[src/rtl/vga_timing_pkg.sv]
// rtl/vga_timing_pkg.sv - shared 640x480@60 VGA timing constants and region helper
package vga_timing_pkg;

    localparam int CNT_W = 10;

    localparam int DEF_CLK_DIV   = 4;

    localparam int DEF_H_VISIBLE = 640;
    localparam int DEF_H_FRONT   = 16;
    localparam int DEF_H_SYNC    = 96;
    localparam int DEF_H_BACK    = 48;

    localparam int DEF_V_VISIBLE = 480;
    localparam int DEF_V_FRONT   = 10;
    localparam int DEF_V_SYNC    = 2;
    localparam int DEF_V_BACK    = 33;

    localparam int DEF_H_TOTAL      = DEF_H_VISIBLE + DEF_H_FRONT + DEF_H_SYNC + DEF_H_BACK;
    localparam int DEF_V_TOTAL      = DEF_V_VISIBLE + DEF_V_FRONT + DEF_V_SYNC + DEF_V_BACK;
    localparam int DEF_H_SYNC_START = DEF_H_VISIBLE + DEF_H_FRONT;
    localparam int DEF_H_SYNC_END   = DEF_H_SYNC_START + DEF_H_SYNC;   // exclusive
    localparam int DEF_V_SYNC_START = DEF_V_VISIBLE + DEF_V_FRONT;
    localparam int DEF_V_SYNC_END   = DEF_V_SYNC_START + DEF_V_SYNC;   // exclusive

    typedef logic [CNT_W-1:0] cnt_t;

    // True when lo <= c < hi.
    function automatic logic in_window(input cnt_t c, input int lo, input int hi);
        return (int'(c) >= lo) && (int'(c) < hi);
    endfunction

endpackage

[src/rtl/pixel_tick_gen.sv]
// rtl/pixel_tick_gen.sv - CLK_DIV clock-enable divider producing the pixel tick
//   clk, rst_n : board clock, asynchronous active-low reset
//   tick_en    : combinational, high on the clock whose edge wraps the divider
//   pixel_tick : registered copy of tick_en, aligned with the counter update
module pixel_tick_gen #(
    parameter int CLK_DIV = 4
) (
    input  logic clk,
    input  logic rst_n,
    output logic tick_en,
    output logic pixel_tick
);

    localparam int DIV_W = (CLK_DIV > 1) ? $clog2(CLK_DIV) : 1;
    localparam logic [DIV_W-1:0] DIV_LAST = DIV_W'(CLK_DIV - 1);

    logic [DIV_W-1:0] div;

    // With CLK_DIV = 1 the divider is stuck at 0 and tick_en is always high.
    assign tick_en = (div == DIV_LAST);

    always_ff @(posedge clk or negedge rst_n) begin
        if (!rst_n) begin
            div        <= '0;
            pixel_tick <= 1'b0;
        end else begin
            div        <= tick_en ? '0 : div + DIV_W'(1);
            pixel_tick <= tick_en;
        end
    end

endmodule

[src/rtl/vga_timing_gen.sv]
// rtl/vga_timing_gen.sv - VGA raster counters, sync/bright decode and frame pulse
//   clk, reset         : board clock, asynchronous active-low reset
//   pixel_tick         : one-clk pulse on each counter advance
//   hCount, vCount     : current raster position
//   bright             : current position is inside the visible area
//   hSync, vSync       : active-low sync pins
//   frame_start        : one-clk pulse when the counters wrap to (0,0)
module vga_timing_gen
    import vga_timing_pkg::*;
#(
    parameter int CLK_DIV   = DEF_CLK_DIV,
    parameter int H_VISIBLE = DEF_H_VISIBLE,
    parameter int H_FRONT   = DEF_H_FRONT,
    parameter int H_SYNC    = DEF_H_SYNC,
    parameter int H_BACK    = DEF_H_BACK,
    parameter int V_VISIBLE = DEF_V_VISIBLE,
    parameter int V_FRONT   = DEF_V_FRONT,
    parameter int V_SYNC    = DEF_V_SYNC,
    parameter int V_BACK    = DEF_V_BACK
) (
    input  logic             clk,
    input  logic             reset,
    output logic             pixel_tick,
    output logic [CNT_W-1:0] hCount,
    output logic [CNT_W-1:0] vCount,
    output logic             bright,
    output logic             hSync,
    output logic             vSync,
    output logic             frame_start
);

    localparam int H_TOTAL  = H_VISIBLE + H_FRONT + H_SYNC + H_BACK;
    localparam int V_TOTAL  = V_VISIBLE + V_FRONT + V_SYNC + V_BACK;
    localparam int HS_START = H_VISIBLE + H_FRONT;
    localparam int HS_END   = HS_START + H_SYNC;
    localparam int VS_START = V_VISIBLE + V_FRONT;
    localparam int VS_END   = VS_START + V_SYNC;

    generate
        if (H_TOTAL > (1 << CNT_W) || V_TOTAL > (1 << CNT_W)) begin : g_bad_total
            $error("vga_timing_gen: H_TOTAL/V_TOTAL exceed the 10-bit counter range");
        end
        if (CLK_DIV < 1) begin : g_bad_div
            $error("vga_timing_gen: CLK_DIV must be at least 1");
        end
    endgenerate

    logic tick_en;

    pixel_tick_gen #(
        .CLK_DIV(CLK_DIV)
    ) u_pixel_tick_gen (
        .clk       (clk),
        .rst_n     (reset),
        .tick_en   (tick_en),
        .pixel_tick(pixel_tick)
    );

    cnt_t h_next;
    cnt_t v_next;
    logic h_wrap;

    always_comb begin
        h_wrap = (hCount == cnt_t'(H_TOTAL - 1));
        h_next = h_wrap ? '0 : hCount + cnt_t'(1);
        v_next = vCount;
        if (h_wrap) begin
            v_next = (vCount == cnt_t'(V_TOTAL - 1)) ? '0 : vCount + cnt_t'(1);
        end
    end

    // Decode is taken from the next counter values so the registered flags
    // always describe the position presented alongside them.
    always_ff @(posedge clk or negedge reset) begin
        if (!reset) begin
            hCount      <= cnt_t'(H_TOTAL - 1);
            vCount      <= cnt_t'(V_TOTAL - 1);
            bright      <= 1'b0;
            hSync       <= 1'b1;
            vSync       <= 1'b1;
            frame_start <= 1'b0;
        end else begin
            frame_start <= 1'b0;
            if (tick_en) begin
                hCount      <= h_next;
                vCount      <= v_next;
                bright      <= in_window(h_next, 0, H_VISIBLE) && in_window(v_next, 0, V_VISIBLE);
                hSync       <= !in_window(h_next, HS_START, HS_END);
                vSync       <= !in_window(v_next, VS_START, VS_END);
                frame_start <= (h_next == '0) && (v_next == '0);
            end
        end
    end

endmodule

[config.mk]
export PLATFORM = sky130hd
export DESIGN_NAME = vga_timing_gen
export DESIGN_NICKNAME = d
export VERILOG_FILES = /design/src/rtl/vga_timing_pkg.sv /design/src/rtl/pixel_tick_gen.sv /design/src/rtl/vga_timing_gen.sv
export SDC_FILE = /design/constraint.sdc
export NUM_CORES = 1
export LEC_CHECK = 0
export ABC_AREA = 1
export CAP_MARGIN = 25
export CORE_MARGIN = 4
export CORE_UTILIZATION = 51
export CTS_BUF_LIST = sky130_fd_sc_hd__clkbuf_4
export DETAILED_ROUTE_END_ITERATION = 10
export PLACE_DENSITY = 0.79
export SLEW_MARGIN = 20
export SYNTH_ARGS = -nofsm -noshare
export SYNTH_HDL_FRONTEND = slang
export SYNTH_SLANG_ARGS = --single-unit
[constraint.sdc]
create_clock -name clk -period 1.9 [get_ports clk]
set_input_delay 0.285 -clock clk [delete_from_list [all_inputs] [get_ports clk]]
set_output_delay 0.285 -clock clk [all_outputs]
set_load 0.005 [all_outputs]
* Word-level counts from Yosys, hierarchy flattened
Index checks and enable logic that the tools add are counted.
** Operators by class
- Equal/unequal tests :: 3
- Mux-type cells :: 5
- $mul :: 0
- Divide/modulo/power cells :: 0
- Reductions and logical operators :: 8
- Add/subtract/negate cells :: 3
- Bitwise gates (word level) :: 0
- Magnitude comparators :: 6
- Shifts and indexed selects :: 0
** Operator list (count)
- $mux 10 :: 3
- $add 10x1->10 const B :: 2
- $eq 10x10->1 const B :: 2
- $logic_not 10->1 :: 2
- $lt 10x10->1 const B :: 2
- $lt 10x9->1 const B :: 2
- $ge 10x10->1 const B :: 1
- $ge 10x9->1 const B :: 1
- $logic_and 1x1->1 :: 4
- $add 2x1->2 const B :: 1
- $eq 2x2->1 const B :: 1
- $logic_not 1->1 :: 2
- $mux 2 :: 1
- $mux 1 :: 1
** Storage, ports and cells
- Bits in writable memories :: 0
- Memories :: 0
- Input bits :: 2
- Bits in read-only memories :: 0
- Output and inout port bits :: 25
- Word-level logic and storage cells :: 33
- Register bits :: 27
- Bits in latches :: 0

* Depth between registers and ports, before layout
- Word-level depth :: 6
- Mapped depth :: 13
- Depth with buffers taken out :: 13

* Hierarchy
Synthesis repeated with hierarchy kept, for this count alone.
** Unflattened totals
- Cell total of the unflattened synthesis :: 288
- Area, all modules :: 1928.1 µm²
** By module, submodules not included
- vga_timing_gen :: seq. area each 615.6 µm², cells an instance 283, area an instance 1836.8 µm², instances 1
- pixel_tick_gen :: seq. area each 75.1 µm², cells an instance 5, area an instance 91.3 µm², instances 1

* Least setup slack after synthesis
OpenSTA, ideal clock, no wires.
- Path kind :: reg-to-reg
- Start point :: register hCount[0]
- End point :: register bright
- Cell stages (with the launch flop) :: 12
- Period minus slack after synthesis :: 1828 ps
- Required time :: 1783 ps
- Arrival :: 1711 ps
- Path buffers :: 0
- Path slack :: 72 ps
- Library setup time :: 117 ps
- Cell sequence :: dfstp_2 ha_1 nand2_2 nor2_4 nand2_4 nor2_4 nand2_2 xor2_1 nor2_2 nand2_1 nand3_1 nand2_1
** On the way
- Cells in the longest elaborated chain, start to end :: 4
- Elaborated cells on any way between the ends :: 7
- Classes of those cells :: 1 x add/sub; 2 x order compare; 1 x eq/ne; 2 x mux; 1 x reduce/logical
** RTL lines
- from (decl) :: RTL line vga_timing_gen.sv:24 : output logic [CNT_W-1:0] hCount,
- from (signal assigned) :: RTL line vga_timing_gen.sv:76 : hCount <= cnt_t'(H_TOTAL - 1);
- from (signal assigned) :: RTL line vga_timing_gen.sv:85 : hCount <= h_next;
- $add 10x1->10 / $eq 10x10->1 (equally long branches) :: RTL line vga_timing_gen.sv:65, vga_timing_gen.sv:64
- $mux 10 (on tied branches) :: RTL line vga_timing_gen.sv:65, vga_timing_gen.sv:67
- $lt 10x10->1 / $lt 10x9->1 (equally long branches) :: RTL line vga_timing_pkg.sv:29 : return (int'(c) >= lo) && (int'(c) < hi);
- $logic_and 1x1->1 * :: RTL line vga_timing_gen.sv:87 : bright <= in_window(h_next, 0, H_VISIBLE) && in_window(v_next, 0, V_VISIBLE);
- to (signal assigned) :: RTL line vga_timing_gen.sv:87
- to (decl) :: RTL line vga_timing_gen.sv:26 : output logic bright,
Mark *: on every way between the ends. The rest lies on a longest branch, timed or not.
A chain may end at the register's enable or synchronous reset.

* Worst setup path in the final report
- Start point :: register hCount[1]
- End point :: register bright
Same word-level chain as after synthesis.

==> out/metrics.csv <==
stage;metric;value;unit
clock_tree;clock-pin slew reported for the worst setup and hold paths after clock tree synthesis;160;ps
setup_path;Req. time, crit path;2150;ps
yosys;count of different cell masters after synthesis;27;
setup_path;critical register-to-register path startpoint;hCount[1];
floorplanning;count of pins on the block boundary;27;
power_and_ir_drop;maximum ir drop on the vdd rail;291.8;µV
timing;Slew Limit Fails;0;
yosys;count of yosys warnings during synthesis;0;
timing;Tmin final;1854;ps
clock_tree;worst-skew pair later-pin latency;330;ps
placement;worst slack, placed;-85.81;ps
drt;average detailed-routed wire length per instance;12.54;µm
global_routing;largest net degree at the start of global routing;28;
floorplanning;number of standard-cell rows in the floorplan;21;
placement;half-perimeter wire length of the detailed placement result;3.313;mm
clock_tree;clock tree sinks;27;
power_and_ir_drop;power density cells;364.6;nW/µm²
global_routing;initial antenna violation count;0;
floorplanning;area enclosed by the die boundary;4572;µm²
timing;final worst slack;45.89;ps
yosys;syn avg cell area;6.740;µm²
timing;worst-margin pin slew;325.9;ps
clock_tree;number of buffers created by CTS;3;
yosys;Post-Syn Nets;276;
drt;drt via density;5.188;
finish;# nets final;319;
yosys;gate count after technology mapping;269;
drt;First-pass DRT Iterations;4;
finish;fraction of final layout cells with drive strength greater than 1;18.97;%
clock_tree;clock tree from TritonCTS;built;
yosys;number of storage elements in the synthesis netlist;27;
timing;Hold Slack;293.7;ps
clock_tree;clk root buf;sky130_fd_sc_hd__clkbuf_4;
timing;Hold Vio Cnt, Final;0;
floorplanning;die width;67.62;µm
finish;cell area after layout;2323;µm²
clock_tree;number of levels in the clock H-tree;1;
clock_tree;CTS Buffer Depth;2;
setup_path;CP max FO;6;
placement;port buffer count;26;
timing;Final setup viols;0;
yosys;sequential area share after synthesis;38.10;%
setup_path;class of the most critical setup path;reg -> reg;
global_routing;overall track demand over capacity in global routing;21.45;%
finish;antenna diode instance count;0;
setup_path;startpoint of the most critical setup path;hCount[1];
floorplanning;Core ar.;3390;µm²
drt;Post-route DRC;0;
global_routing;vias in the first global route;1686;
placement;weighted congestion at the end of routability-driven global placement;0.9653;
timing;relative slew slack;78.14;%
timing;setup repair after global routing missed its margin;true;
setup_path;kind of start point of the critical path;flop;
placement;Post-Place Cell Area;2190;µm²
timing;total negative slack for setup checks;0;ps
timing;maximum clock rate;539.3;MHz
yosys;post-synth design cell area;1813;µm²
hold_path;type of the tightest min-delay check;in -> async;
floorplanning;starting density of the core;53.49;%
setup_path;sort of element at the end of the critical path;flop;
run;max-capacitance violation count;0;
drt;Initial DRC Count;87;
drt;Detailed Route WL;4.476;mm
setup_path;Critical Path AT;2100;ps
drt;vias post-DR;1852;
global_routing;wire length of the first global-routing pass;7.548;mm
power_and_ir_drop;standby leakage power;1.106;nW
status;status;finished clean;
finish;area overhead of the layout relative to synthesis;28.16;%
global_routing;global route total overflow;0;
floorplanning;height of the die;67.62;µm
timing;period utilisation layout;97.58;%
timing;largest clock skew in the final design;13.36;ps
drt;antenna-violating nets left;0;
-- final cells by class --
class,instances,area (µm²)
fillers,281,1066
well taps,46,57.56
clock buffers,3,22.52
repair buffers,43,387.9
inverters,31,117.6
flip-flops and latches,27,691.9
clock inverters,1,7.507
multi-input cells,206,1039
-- layout by cell type, fill, tap and decap left out, drive strengths merged --
cell type / instances
a21oi: 5
a31oi: 1
buf: 17
clkbuf: 3
clkdlybuf4s50: 26
clkinv: 2
clkinvlp: 1
dfrtp: 15
dfstp: 12
ha: 5
inv: 29
nand2: 104
nand3: 23
nand4: 3
nor2: 36
nor3: 3
o21a: 1
o21ai: 19
o21bai: 2
or2: 1
xor2: 3
-- logic make-up (layout without fill, tap and decap cells) --
group,count (synthesis),after routing,synth area share (%)
AOI/OAI and AO/OA,28,28,8.212
xor gates and xnor gates,3,3,1.450
adders and majority gates,5,5,3.451
buffers and inverters,36,78,7.798
DFF,27,27,38.10
and+or+nand+nor,170,170,40.99
-- sequential cells by signal, indices dropped and copies added (netlist names) --
signal,flops
vCount,10
frame_start,1
u_pixel_tick_gen.pixel_tick,1
u_pixel_tick_gen.div,2
bright,1
hCount,10
vSync,1
hSync,1
-- where the power goes --
group          switching (W)  leakage, nW  internal, W   total, W
clock               0.000176       0.0139    0.0000807   0.000257
combinational      0.0000106        0.769   0.00000314  0.0000137
sequential                 0        0.323     0.000576   0.000576
-- what timing repair did --
action / 4_1_cts / 5_1_grt
setup buffers: 1 / 5
resized for setup: 3 / 11
hold buffers: 0 / 0
pin swaps: 2 / 7
setup endpoints to repair: 3 / 5
-- critical path: stages (launching register included) --
cell and delay, ps:
sky130_fd_sc_hd__dfstp_2 590, sky130_fd_sc_hd__ha_4 170, sky130_fd_sc_hd__nand2_2 70, sky130_fd_sc_hd__nor2_4 150
sky130_fd_sc_hd__nand2_4 70, sky130_fd_sc_hd__nor2_4 180, sky130_fd_sc_hd__nand2_2 90, sky130_fd_sc_hd__xor2_2 180
sky130_fd_sc_hd__nor2_2 90, sky130_fd_sc_hd__nand2_1 70, sky130_fd_sc_hd__nand3_1 70, sky130_fd_sc_hd__nand2_1 50
-- layer usage --
| layer | routed length (µm) | global-route usage (%) |
|---|---|---|
| met1 | 1931 | 29.05 |
| met2 | 2198 | 35.12 |
| met3 | 257 | 2.995 |
| met4 | 89 | 6.835 |
| met5 | 0 | 0 |
-- cell usage after synthesis --
| cell type | n | area share, % |
|---|---|---|
| sky130_fd_sc_hd__a31oi_1 | 1 | 0.35 |
| sky130_fd_sc_hd__nor2_2 | 4 | 1.4 |
| sky130_fd_sc_hd__o21ai_0 | 19 | 5.2 |
| sky130_fd_sc_hd__buf_4 | 1 | 0.41 |
| sky130_fd_sc_hd__nor3_1 | 3 | 0.83 |
| sky130_fd_sc_hd__inv_2 | 1 | 0.21 |
| sky130_fd_sc_hd__o21a_1 | 1 | 0.41 |
| sky130_fd_sc_hd__nand2_2 | 3 | 1.0 |
| sky130_fd_sc_hd__nor2_1 | 29 | 6.0 |
| sky130_fd_sc_hd__inv_1 | 28 | 5.8 |
| sky130_fd_sc_hd__nand2_4 | 1 | 0.62 |
| sky130_fd_sc_hd__clkinv_2 | 1 | 0.28 |
| sky130_fd_sc_hd__nand4_1 | 2 | 0.69 |
| sky130_fd_sc_hd__clkinv_1 | 1 | 0.21 |
| sky130_fd_sc_hd__nand3_1 | 23 | 6.3 |
| sky130_fd_sc_hd__dfstp_2 | 12 | 17 |
| sky130_fd_sc_hd__or2_0 | 1 | 0.35 |
| sky130_fd_sc_hd__nor2_4 | 3 | 1.9 |
| sky130_fd_sc_hd__xor2_1 | 3 | 1.4 |
| sky130_fd_sc_hd__nand2_1 | 100 | 21 |
| sky130_fd_sc_hd__nand4_4 | 1 | 1.2 |
| sky130_fd_sc_hd__ha_1 | 5 | 3.5 |
| sky130_fd_sc_hd__dfrtp_1 | 15 | 21 |
| sky130_fd_sc_hd__buf_2 | 1 | 0.28 |
| sky130_fd_sc_hd__clkbuf_1 | 3 | 0.62 |
| sky130_fd_sc_hd__o21bai_1 | 2 | 0.83 |
| sky130_fd_sc_hd__a21oi_1 | 5 | 1.4 |
-- final timing paths --
check                                     endpoint  slack (ps)  cells past startpoint
hold reg to reg            u_pixel_tick_gen.div[0]         440                      1
hold / removal             u_pixel_tick_gen.div[1]         290                      2
setup / recovery                            bright          50                     11
setup reg to reg                            bright          50                     11
max in group asynchronous                hCount[0]        1310                      2
min in group clk           u_pixel_tick_gen.div[0]         440                      1
-- per-stage QoR --
| step | power [W] | instances | util [%] |
|---|---|---|---|
| after floorplan | 0.0005860 | 269 | - |
| after global placement | 0.0006002 | 347 | 64.60 |
| after detailed placement | 0.0006006 | 347 | 64.60 |
| after CTS | 0.0008566 | 352 | 66.30 |
| after global routing | 0.0008756 | 357 | 68.55 |
| final | 0.0008471 | 357 | 68.55 |
Power figures use the tool's default switching activity.
